--- config.mk ---
export PLATFORM = sky130hd
export DESIGN_NAME = vision_test_ctrl
export DESIGN_NICKNAME = d
export VERILOG_FILES = /design/src/rtl/vision_pkg.sv /design/src/rtl/lfsr8.sv /design/src/rtl/vision_test_ctrl.sv
export SDC_FILE = /design/constraint.sdc
export NUM_CORES = 1
export LEC_CHECK = 0
export ABC_AREA = 1
export ABC_CLOCK_PERIOD_IN_PS = 2700
export CAP_MARGIN = 0
export CORE_MARGIN = 2
export CORE_UTILIZATION = 50
export CTS_BUF_LIST = sky130_fd_sc_hd__clkbuf_16
export DETAILED_ROUTE_END_ITERATION = 8
export MAX_ROUTING_LAYER = met4
export PLACE_DENSITY = 0.69
export RECOVER_POWER = 100
export SYNTH_ARGS = -nofsm -noshare
export SYNTH_HDL_FRONTEND = slang
export SYNTH_SLANG_ARGS = --single-unit
--- constraint.sdc ---
create_clock -name clk -period 2.7 [get_ports clk]
set_input_delay 0.54 -clock clk [delete_from_list [all_inputs] [get_ports clk]]
set_output_delay 0.54 -clock clk [all_outputs]
set_load 0.005 [all_outputs]
--- src/rtl/vision_pkg.sv ---
// Shared definitions for the vision-test controller: FSM states, key bit positions and
// optotype direction codes.
package vision_pkg;

   typedef enum logic [2:0] {
      StIdle,
      StNewTrial,
      StWait,
      StJudge,
      StDone
   } state_t;

   localparam int unsigned KEY_UP    = 0;
   localparam int unsigned KEY_DOWN  = 1;
   localparam int unsigned KEY_LEFT  = 2;
   localparam int unsigned KEY_RIGHT = 3;
   localparam int unsigned KEY_START = 4;

   localparam logic [1:0] DIR_UP    = 2'd0;
   localparam logic [1:0] DIR_DOWN  = 2'd1;
   localparam logic [1:0] DIR_LEFT  = 2'd2;
   localparam logic [1:0] DIR_RIGHT = 2'd3;

endpackage

--- src/rtl/lfsr8.sv ---
// Free-running 8-bit Fibonacci LFSR, polynomial x^8+x^6+x^5+x^4+1, shifting left.
module lfsr8 #(
   parameter logic [7:0] SEED = 8'hA5
) (
   input  logic       clk,
   input  logic       rst,
   output logic [7:0] lfsr
);

   logic feedback;

   // Taps 8,6,5,4 map to bits 7,5,4,3 of the register.
   assign feedback = lfsr[7] ^ lfsr[5] ^ lfsr[4] ^ lfsr[3];

   always_ff @(posedge clk or posedge rst) begin
      if (rst) begin
         lfsr <= SEED;
      end else begin
         lfsr <= {lfsr[6:0], feedback};
      end
   end

endmodule

--- src/rtl/vision_test_ctrl.sv ---
// Vision-test session controller: random optotype per trial, answer judging with timeout,
// per-level scoring and final result. All outputs are registered.
module vision_test_ctrl
   import vision_pkg::*;
#(
   parameter int unsigned N_LEVELS    = 14,
   parameter int unsigned TRIALS      = 5,
   parameter int unsigned PASS_CNT    = 3,
   parameter int unsigned ANS_TIMEOUT = 250000000,
   parameter logic [7:0]  LFSR_SEED   = 8'hA5
) (
   input  logic       clk,
   input  logic       rst,
   input  logic [4:0] key_pulse,
   output logic       show,
   output logic [1:0] dir,
   output logic [3:0] level,
   output logic [2:0] trial_idx,
   output logic [2:0] correct_cnt,
   output logic       answer_ok,
   output logic       answer_bad,
   output logic       done,
   output logic [3:0] result
);

   localparam logic [3:0]  LAST_LEVEL = 4'(N_LEVELS - 1);
   localparam logic [3:0]  ALL_LEVELS = 4'(N_LEVELS);
   localparam logic [2:0]  PASS_N     = 3'(PASS_CNT);
   localparam logic [2:0]  FAIL_LIM   = 3'(TRIALS - PASS_CNT);
   localparam logic [31:0] TIMER_LAST = 32'(ANS_TIMEOUT - 1);

   state_t      state_q, state_d;
   logic [31:0] timer_q, timer_d;
   logic        verdict_q, verdict_d;
   logic [7:0]  lfsr;
   logic        unused_lfsr;

   logic [1:0]  dir_d;
   logic [3:0]  level_d, result_d;
   logic [2:0]  trial_d, correct_d;
   logic        show_d, ok_d, bad_d, done_d;

   logic [3:0]  dir_keys;
   logic        start;
   logic [2:0]  trial_inc, correct_inc, wrong_cnt;

   lfsr8 #(
      .SEED (LFSR_SEED)
   ) u_lfsr (
      .clk  (clk),
      .rst  (rst),
      .lfsr (lfsr)
   );

   assign unused_lfsr = ^lfsr[7:2];

   assign dir_keys    = key_pulse[KEY_RIGHT:KEY_UP];
   assign start       = key_pulse[KEY_START];
   assign trial_inc   = trial_idx + 3'd1;
   assign correct_inc = correct_cnt + {2'b00, verdict_q};
   assign wrong_cnt   = trial_inc - correct_inc;

   always_comb begin
      state_d   = state_q;
      timer_d   = timer_q;
      verdict_d = verdict_q;
      dir_d     = dir;
      level_d   = level;
      trial_d   = trial_idx;
      correct_d = correct_cnt;
      done_d    = done;
      result_d  = result;

      // Start restarts the session from any state and outranks every other input.
      if (start) begin
         state_d   = StNewTrial;
         level_d   = '0;
         trial_d   = '0;
         correct_d = '0;
         done_d    = 1'b0;
         result_d  = '0;
      end else begin
         case (state_q)
            StIdle, StDone: begin
            end
            StNewTrial: begin
               dir_d   = lfsr[1:0];
               timer_d = '0;
               state_d = StWait;
            end
            StWait: begin
               if (dir_keys != 4'b0000) begin
                  // Only a lone bit matching the shown direction counts as correct.
                  verdict_d = (dir_keys == (4'b0001 << dir));
                  state_d   = StJudge;
               end else if (timer_q == TIMER_LAST) begin
                  verdict_d = 1'b0;
                  state_d   = StJudge;
               end else begin
                  timer_d = timer_q + 32'd1;
               end
            end
            StJudge: begin
               trial_d   = trial_inc;
               correct_d = correct_inc;
               if (correct_inc == PASS_N) begin
                  if (level == LAST_LEVEL) begin
                     result_d = ALL_LEVELS;
                     done_d   = 1'b1;
                     state_d  = StDone;
                  end else begin
                     level_d   = level + 4'd1;
                     trial_d   = '0;
                     correct_d = '0;
                     state_d   = StNewTrial;
                  end
               end else if (wrong_cnt > FAIL_LIM) begin
                  result_d = level;
                  done_d   = 1'b1;
                  state_d  = StDone;
               end else begin
                  state_d = StNewTrial;
               end
            end
            default: begin
               state_d = StIdle;
            end
         endcase
      end

      // Registered outputs track the state being entered.
      show_d = (state_d == StWait);
      ok_d   = (state_d == StJudge) && verdict_d;
      bad_d  = (state_d == StJudge) && !verdict_d;
   end

   always_ff @(posedge clk or posedge rst) begin
      if (rst) begin
         state_q     <= StIdle;
         timer_q     <= '0;
         verdict_q   <= 1'b0;
         show        <= 1'b0;
         dir         <= '0;
         level       <= '0;
         trial_idx   <= '0;
         correct_cnt <= '0;
         answer_ok   <= 1'b0;
         answer_bad  <= 1'b0;
         done        <= 1'b0;
         result      <= '0;
      end else begin
         state_q     <= state_d;
         timer_q     <= timer_d;
         verdict_q   <= verdict_d;
         show        <= show_d;
         dir         <= dir_d;
         level       <= level_d;
         trial_idx   <= trial_d;
         correct_cnt <= correct_d;
         answer_ok   <= ok_d;
         answer_bad  <= bad_d;
         done        <= done_d;
         result      <= result_d;
      end
   end

endmodule
==> results of run 1 <==
-- per-layer routing --
metal	share of wire, %	GRT usage, %
met3	4.1	3.37
met4	2.7	10.3
met1	47	29.9
met2	46	36.6
met5	0	-
-- how the worst max path moves through the flow --
stage                    from         end  slack [ns]  depth (start not counted)
2_1_floorplan             rst  answer_bad        0.57                          1
3_3_place_gp   correct_cnt[0]   result[2]        0.50                         11
3_5_place_dp   correct_cnt[0]   result[1]        0.43                         11
4_1_cts        correct_cnt[0]   result[1]        0.42                         11
5_1_grt        correct_cnt[0]   result[1]        0.16                         11
6_report       correct_cnt[0]   result[1]        0.31                         11
-- area by class of cell --
type / count / area, sq um
multi-input cells: 391 / 1880
clock inverters: 7 / 63.8
repair buffers: 30 / 282
inverters: 62 / 239
well taps: 102 / 128
clock buffers: 9 / 225
fillers: 730 / 3190
flip-flops and latches: 64 / 1610
-- synth_stat cells --
master,n
or2_2,1
nor2_1,55
nand3_1,52
o21ai_1,8
inv_6,1
nand3_2,1
nor3_2,2
o32ai_1,1
buf_2,2
ha_1,7
nand2_1,165
buf_6,5
nand2_2,8
nor2_2,6
nor3_1,15
and3_1,2
a21oi_1,4
o21ai_2,16
fa_1,1
a21o_1,1
a211oi_1,1
o21bai_1,1
dfrtp_1,60
clkbuf_1,3
buf_4,1
o21a_1,2
dfstp_2,4
inv_4,1
xor2_1,11
o31ai_1,1
xnor2_1,2
inv_2,3
o22ai_1,1
a21boi_4,1
o211ai_1,3
inv_1,57
o21ai_0,15
nand4_1,7
nor2_4,1
-- registers in the layout (all words and copies together) (netlist names), 2 cells and up --
name,cells
state_q,3
u_lfsr.lfsr,8
dir,2
level,4
trial_idx,3
result,4
correct_cnt,3
timer_q,32
-- cells by family after synthesis --
family / share of synthesized area [%]
AOI/OAI and AO/OA: 9.70
buffers and inverters: 8.38
DFF: 41.4
xor gates and xnor gates: 2.93
adders and majority gates: 2.77
and+or+nand+nor: 34.8
-- critical path: stages (launching register included) --
cell     delay, ns
dfrtp_1       0.39
ha_1          0.21
ha_1          0.33
fa_1          0.49
nor2_1        0.09
nor2_1        0.05
nand3_1       0.07
nand2_1       0.08
nor2_1        0.32
nor2_2        0.10
nand2_1       0.08
nand2_1       0.05
-- power groups by stage --
stage                     combinational (mW)  sequential (mW)  clock, mW
final                                  0.539             1.07       1.14
after global routing                   0.608             1.07       1.20
after CTS                              0.593             1.07       1.16
after detailed placement               0.589             1.09          0
after global placement                 0.574             1.09          0
after floorplan                        0.453             1.08          0
==> metrics.md, run 1 <==
| Metric | Value |
|---|---|
| Run status | complete, but fails checks |
| Failing checks | capacitance limit, slew limit |
| Largest net degree at the start of global routing | between 60 and 70 |
| Leak | about 2.0 nW |
| Number of global-route vias before repair | 3363 |
| Clock latency on the worst-skew pair | between 0.3 and 0.4 ns |
| Drc violations | 0 |
| Post-layout util | between 50% and 60% |
| Initial antenna violation count | 0 |
| Placed wire-length estimate | ~6.4 mm |
| Min Clock Period, post-route | roughly 2.4 ns |
| Worst Hold Margin | approximately 0.36 ns |
| Power Total | between 2 and 3 mW |
| First-iteration detailed-routing DRC count | around 220 |
| Yosys reg bits | 64 |
| Detail Route Antenna Nets | 0 |
| DR vias | ~3500 |
| Share of cells above drive strength 1 | about 6.9% |
| Pre-antenna DRT Iters | 5 |
| Hold path depth | 0 |
| Clk sinks | 64 |
| Clk_skew | 0.00421 ns |
| Clk pwr share | a little over two fifths |
| CTS max path bufs | 2 |
| Worst min-delay path startpoint | u_lfsr.lfsr[6] |
| Hold Path Sink | u_lfsr.lfsr[7] |
| Most common cell after layout, fill and taps aside | nand2_1 |
| Min-delay worst type | reg -> reg |
| Highest Clock Rate | ~0.42 GHz |
| Slew HR | -5.45% |
| RSZ-0062 raised after global routing | no |
| Crit. End Element | register |
| Int Pwr | 1.89 mW |
| Die area | between 8000 and 9000 sq um |
| Postcts setup bufs | 0 |
| PostCTS Resize Cnt | 0 |
| Syn avg cell area | between 7 and 8 sq um |
| Syn Inst Count | 528 |
| Seq/Total Area, Yosys | 41.4% |
| Max-cap violations | 1 |
| Core area | between 7000 and 8000 sq um |
| Req. time, crit path | ~2.9 ns |
| Reg2Reg Setup Slack | ~0.31 ns |
| Logic pwr share | between 15 and 20% |
| CTS Buf Count | 9 |
| Design Area, Final | 4420 sq um |
| Via density | 5.21 |
| CP max FO | 6 |
| Grt total ovfl | 0 |
| Reg2reg start | correct_cnt[0] |
| Slew Limit Fails | 65 |
| Final setup fails | 0 |
| Worst reg-to-reg path cell count | 11 |
| Starting Density | between 50% and 60% |
| Post-synth top area cell | dfrtp_1 |
| # IOs | 27 |
| Die Ht | slightly above 90 um |
| P per Cell Area | between 600 and 700 nW/um^2 |
| Routed WL | roughly 9 mm |
| Net Switching | about 0.85 mW |
| Sw Ratio | a little under a third |
| Fin cells | 665 |
| Setup TNS | 0 ns |
| Worst Setup Start Kind | register |
| Top cells by area, synth | dfrtp_1, nand2_1, nand3_1 |
| Rows | 32 |
| Synth warnings | 0 |
| WL/cell | 13.4 um |
| H-tree depth | 3 |
| Port Buffers | 26 |
| Final Hold Viols | 0 |
| Worst Tran Pin Value | 1.58 ns |
| Global-route wire length before repair | approximately 15 mm |
| Arrival time of the worst setup path | about 2.6 ns |
| Post-place setup slack | 0.426 ns |
| All-Layer GR Usage | 23.2% |
| Reg power frac | 38.8% |
| Hold buffers post-CTS | 0 |
| Netlist Area Pre-Place | between 3000 and 4000 sq um |
| Ant diodes | 0 |
| Post-DP Area | 4230 sq um |
| Clk root buf | clkbuf_16 |
| Crit Path Class | reg -> reg |
| Post-layout net count | 573 |
| Final Cycle Share | just under 90% |
| RD Place Congestion | 0.959 |
| Highest ir drop seen on vdd | between 0.4 and 0.5 mV |
| Syn_nets | 543 |
| Clk slew on worst S/H paths | roughly 0.050 ns |
| Layout area overhead | 13.9% |
| Distinct cells, synth | 39 |
| Most frequent cells in the layout | nand2_1, dfrtp_1, nor2_1 |
| CTS tree | built |
| Reg-to-Reg End | result[1] |
| Top-area cell type share of the netlist area | roughly two fifths |
| Die Wd | 92.1 um |
| Final WS setup | 0.313 ns |
| Cell count after placement | approximately 650 |
(Power assumes the default switching activity.)
==> run 2, diff against run 1 <==
--- a/config.mk
+++ b/config.mk
@@ -15,6 +15,7 @@
 export MAX_ROUTING_LAYER = met4
 export PLACE_DENSITY = 0.69
 export RECOVER_POWER = 100
+export SKIP_LAST_GASP = 1
 export SYNTH_ARGS = -nofsm -noshare
 export SYNTH_HDL_FRONTEND = slang
 export SYNTH_SLANG_ARGS = --single-unit
==> results of run 2 <==
Same layout as run 1: the final DEF is identical, and so are final timing and power.
==> RTL change 1 (config.mk and constraints of run 1) <==
Reset style: synchronous (`rst`), changed in 2 clocked blocks.
--- a/src/rtl/lfsr8.sv
+++ b/src/rtl/lfsr8.sv
@@ -14,3 +14,3 @@
 
-   always_ff @(posedge clk or posedge rst) begin
+   always_ff @(posedge clk) begin
       if (rst) begin
--- a/src/rtl/vision_test_ctrl.sv
+++ b/src/rtl/vision_test_ctrl.sv
@@ -136,3 +136,3 @@
 
-   always_ff @(posedge clk or posedge rst) begin
+   always_ff @(posedge clk) begin
       if (rst) begin
Check against the original RTL: differs if rst is asserted again (counterexample within 4 cycles, from zero or initial values and one cycle with rst high); with rst held inactive, the same outputs for 10 cycles.
==> RTL change 1 against run 1 <==
  * Area after synthesis fell by 11%
  * Count of clock-buffer cells in the layout did not move
  * Clock skew barely moved
  * First-iteration DRC count fell by 12%
  * Wire length fell by 8.7%
  * Sequential share of layout area fell by 4.4 points
  * Synthesized cell count rose by 2.1%
  * Critical endpoint is now timer_q[16]
  * Highest routed layer unchanged
  * Cell area fell by 9.2%
  * Setup slack got worse by 0.038 ns
  * Sequential cell count did not move
  * Die area fell by 11%
  * Cell count fell by 1.5%
Power is not compared: it rests on default switching activity, and its combinational part moved more than twofold at a synthesized area within 25%.
==> RTL change 1: results (changes against run 1) <==
{
  "viasPerCell": {"value": 5.12, "change": "was 5.21"},
  "placed_cells_incl_taps": {"value": 640, "change": "was 649"},
  "n_fill_cell": {"value": 643, "change": "was 730"},
  "place_hpwl": {"value": 5990, "unit": "microns", "change": "was 6370 microns"},
  "proportion_of_register_bits_with_asynchronous_set_or_reset_after_synthesis": {"value": 0, "unit": "%", "change": "was 100%"},
  "cp_data_arrival_time": {"value": 2.69, "unit": "ns", "change": "was 2.60 ns"},
  "postSynth.topFlopCell": {"value": "dfxtp_1", "change": "was dfrtp_1"},
  "grt_start_max_net_pins": {"value": 22, "change": "was 65"},
  "drt_first_pass_iters": {"value": 4, "change": "was 5"},
  "place.port_buffers": {"value": 26, "change": "unchanged"},
  "nNetsFinal": {"value": 586, "change": "was 573"},
  "outcome": {"value": "finished, final reports clean", "change": "was finished, violations left"},
  "route.detailed.drc": {"value": 0, "change": "unchanged"},
  "timing.critical_path.slowest_cell_delay": {"value": 0.58, "unit": "ns", "change": "was 0.49 ns"},
  "drt_iter0_drc": {"value": 194, "change": "was 221"},
  "worst-path-max-fanout": {"value": 20, "change": "was 6"},
  "routedWlPerCell": {"value": 12.4, "unit": "microns", "change": "was 13.4 microns"},
  "post_route_cells_drive_above_1_share": {"value": 4.52, "unit": "%", "change": "was 6.93%"},
  "synthesized_net_count": {"value": 554, "change": "was 543"},
  "hold_ws": {"value": 0.408, "unit": "ns", "change": "was 0.361 ns"},
  "cts_root_buf": {"value": "clkbuf_16", "change": "unchanged"},
  "synthTopCellsByArea": {"value": "dfxtp_1, nand2_1, nor2_1, inv_1, nand3_1", "change": "was dfrtp_1, nand2_1, nand3_1, inv_1, nor2_1"},
  "worst_slew_pin_slew": {"value": 0.659, "unit": "ns", "change": "was 1.58 ns"},
  "holdPathStages": {"value": 2, "change": "was 0"},
  "grt_first_pass_wirelength": {"value": 13700, "unit": "microns", "change": "was 15400 microns"},
  "synthesis.instances": {"value": 539, "change": "was 528"},
  "grt.total_usage": {"value": 23.5, "unit": "%", "change": "was 23.2%"},
  "worst_reg2reg_path_length_in_cells": {"value": 9, "change": "was 11"},
  "grt_pass1_vias": {"value": 3036, "change": "was 3363"},
  "critical-path-top-delay-family": {"value": "simple AND/OR/NAND/NOR gates", "change": "was adder cells"},
  "globalplace.congestion": {"value": 0.944, "change": "was 0.959"},
  "crit-reg2reg-launch": {"value": "correct_cnt[0]", "change": "unchanged"},
  "rr_endpoint": {"value": "done", "change": "was result[1]"},
  "synth.yosys.seq_area_share": {"value": 37.3, "unit": "%", "change": "was 41.4%"},
  "route.vias.total": {"value": 3354, "change": "was 3465"},
  "r2r_setup_slack": {"value": 0.34, "unit": "ns", "change": "was 0.31 ns"},
  "worstHoldStart": {"value": "u_lfsr.lfsr[2]", "change": "was u_lfsr.lfsr[6]"},
  "skew": {"value": 0.00398, "unit": "ns", "change": "was 0.00421 ns"},
  "synth.top_cells.by_count": {"value": "nand2_1, nor2_1, dfxtp_1", "change": "was nand2_1, dfrtp_1, inv_1"},
  "ys_types": {"value": 34, "change": "was 39"}
}
==> RTL change 1: changes by cell type in the layout (fill, tap and decap cells not counted), moves of 7 or more <==
| cell | before | now |
|---|---|---|
| dfxtp_1 | 0 | 64 |
| nand2_1 | 171 | 134 |
| dfrtp_1 | 60 | 0 |
| nand3_1 | 53 | 33 |
| nor2_1 | 58 | 119 |
| inv_1 | 57 | 64 |
| a21oi_1 | 4 | 22 |
==> RTL change 1: stage by stage <==
| step | total power, mW | area (sq um) | setup slack [ns] | util [%] |
|---|---|---|---|---|
| 6_report | 2.09 | 4010 | 0.275 | 59.7 |
| 2_1_floorplan | 1.07 | 3440 | 0.573 | - |
| 5_1_grt | 2.15 | 4010 | 0.106 | 59.7 |
| 3_5_place_dp | 1.11 | 3780 | 0.275 | 56.3 |
| 3_3_place_gp | 1.10 | 3780 | 0.318 | 56.3 |
| 4_1_cts | 2.11 | 4040 | 0.342 | 60.1 |
==> RTL change 1: layout make-up <==
cell class	count	area (sq um)	area share, %
clock buffers	9	225	5.61
clock inverters	6	28.8	0.717
inverters	67	251	6.27
multi-input cells	396	1820	45.4
flip-flops and latches	64	1280	31.9
well taps	80	100	2.49
repair buffers	33	303	7.55
==> RTL change 1: worst max path at each step <==
stage	from	end	cells past startpoint
after floorplan	correct_cnt[0]	done	9
after global placement	key_pulse[4]	timer_q[26]	11
after detailed placement	key_pulse[0]	timer_q[16]	12
after CTS	correct_cnt[0]	done	9
after global routing	key_pulse[4]	timer_q[16]	9
final	key_pulse[4]	timer_q[16]	10
==> RTL change 1: cells by family after synthesis <==
family | Yosys count | share of synthesized area [%]
AND/OR/NAND/NOR | 328 | 40.3
flip-flops | 64 | 37.3
adder cells (fa/ha/maj) | 8 | 3.13
AO/OA/AOI/OAI | 52 | 8.05
buffers and inverters | 79 | 9.25
XOR/XNOR | 8 | 2.04
==> RTL change 1: tightest hold or removal path, cell delays in order (launching register included) <==
cell	delay, ns
dfxtp_1	0.30
inv_1	0.04
nor2_1	0.03
==> RTL change 1: where the power goes <==
part	switching [mW]	total (mW)	leakage, nW	internal [mW]
Clock	0.404	1.01	0.127	0.601
Combinational	0.0687	0.108	1.02	0.0389
Sequential	0.00977	0.973	0.519	0.963
==> RTL change 1: layer usage <==
metal | wire length (microns) | GRT usage (%)
met1 | 4010 | 30.7
met2 | 3650 | 36.2
met3 | 282 | 3.70
met4 | 179 | 9.52
met5 | 0 | -
==> RTL change 2 (settings of run 1) <==
Made on the original files. The parameter `N_LEVELS` goes from 14 to 10.
--- a/src/rtl/vision_test_ctrl.sv
+++ b/src/rtl/vision_test_ctrl.sv
@@ -5,3 +5,3 @@
 #(
-   parameter int unsigned N_LEVELS    = 14,
+   parameter int unsigned N_LEVELS    = 10,
    parameter int unsigned TRIALS      = 5,
Function: no difference found for any inputs over 10 cycles, from zero or initial values and one cycle with rst high; that may be too few to reach the edited logic, so the function may still have changed.
==> RTL change 2 against run 1 <==
  * The run still ends with max-capacitance violations, max-slew violations left
  * Cell area down 0.20%
  * Wire length shrank 3.6%
  * Power grew 4.3%
  * Sequential cell count unchanged
  * Area after synthesis fell by 4.3%
  * Synthesized cell count down 0.76%
  * Non-clock buffer count increased by 2
  * Utilization up 3.0 points
  * Setup slack got worse by 0.041 ns
  * Critical path type unchanged
==> RTL change 2: results (changes against run 1) <==
{
  "viasPerCell": {"value": 5.07, "change": "was 5.21"},
  "outcome": {"value": "finished, violations left", "change": "unchanged"},
  "failed_checks": {"value": "max-capacitance violations, max-slew violations", "change": "unchanged"},
  "drt-met1-wl": {"value": 4080, "unit": "microns", "change": "was 4190 microns"},
  "met3_wirelength": {"value": 275, "unit": "microns", "change": "was 361 microns"},
  "rr_endpoint": {"value": "result[3]", "change": "was result[1]"},
  "synthTopCellsByArea": {"value": "dfrtp_1, nand2_1, nand3_1, nor2_1, inv_1", "change": "was dfrtp_1, nand2_1, nand3_1, inv_1, nor2_1"},
  "layout.cells.non_filler": {"value": 661, "change": "was 665"},
  "grt_pass1_vias": {"value": 3349, "change": "was 3363"},
  "grt.total_usage": {"value": 23.4, "unit": "%", "change": "was 23.2%"},
  "slew_hr": {"value": -4.34, "unit": "%", "change": "was -5.45%"},
  "placed_cells_incl_taps": {"value": 645, "change": "was 649"},
  "non_clock_inverter_count": {"value": 56, "change": "was 62"},
  "setup_slack": {"value": 0.272, "unit": "ns", "change": "was 0.313 ns"},
  "n_sequential_cell": {"value": 64, "change": "unchanged"},
  "grt_first_pass_wirelength": {"value": 15200, "unit": "microns", "change": "was 15400 microns"},
  "gr-usage-met3": {"value": 2.93, "unit": "%", "change": "was 3.37%"},
  "cp_data_arrival_time": {"value": 2.63, "unit": "ns", "change": "was 2.60 ns"},
  "synth.top_cells.by_count": {"value": "nand2_1, nor2_1, dfrtp_1", "change": "was nand2_1, dfrtp_1, inv_1"},
  "ys_types": {"value": 31, "change": "was 39"},
  "max_cap_viol_count": {"value": 1, "change": "unchanged"},
  "clockPowerShare": {"value": 44.6, "unit": "%", "change": "was 41.6%"},
  "final-nonclk-buf-share": {"value": 6.78, "unit": "%", "change": "was 6.37%"},
  "report.final.slew_viol_count": {"value": 65, "change": "unchanged"},
  "area_fraction_in_compound_gates_after_synthesis": {"value": 8.35, "unit": "%", "change": "was 9.70%"},
  "total_switching_power": {"value": 0.851, "unit": "mW", "change": "was 0.853 mW"},
  "leakage": {"value": 2.02, "unit": "nW", "change": "was 2.04 nW"},
  "multiInputGateArea": {"value": 1840, "unit": "sq um", "change": "was 1880 sq um"},
  "post_route_cells_drive_above_1_share": {"value": 5.52, "unit": "%", "change": "was 6.93%"},
  "grt.met1_usage": {"value": 30.2, "unit": "%", "change": "was 29.9%"},
  "dr_wl_met2": {"value": 4070, "unit": "microns", "change": "was 4120 microns"}
}
## RTL change 2: worst min path at each step
stage / from / endpoint / slack [ns] / cells after the start
5_1_grt: u_lfsr.lfsr[6] / u_lfsr.lfsr[7] / 0.36 / 0
6_report: u_lfsr.lfsr[6] / u_lfsr.lfsr[7] / 0.35 / 0
4_1_cts: u_lfsr.lfsr[6] / u_lfsr.lfsr[7] / 0.36 / 0
3_3_place_gp: u_lfsr.lfsr[6] / u_lfsr.lfsr[7] / 0.34 / 0
2_1_floorplan: u_lfsr.lfsr[6] / u_lfsr.lfsr[7] / 0.33 / 0
3_5_place_dp: u_lfsr.lfsr[6] / u_lfsr.lfsr[7] / 0.34 / 0
## RTL change 2: worst register-to-register path: stages (launching register included)
cell,delay (ns)
dfrtp_1,0.41
ha_1,0.20
ha_1,0.33
fa_1,0.49
nor2_1,0.10
nor2_1,0.05
nand3_1,0.07
nand2_1,0.09
nor2_1,0.29
nor2_1,0.14
nand2_1,0.09
nand2_1,0.06
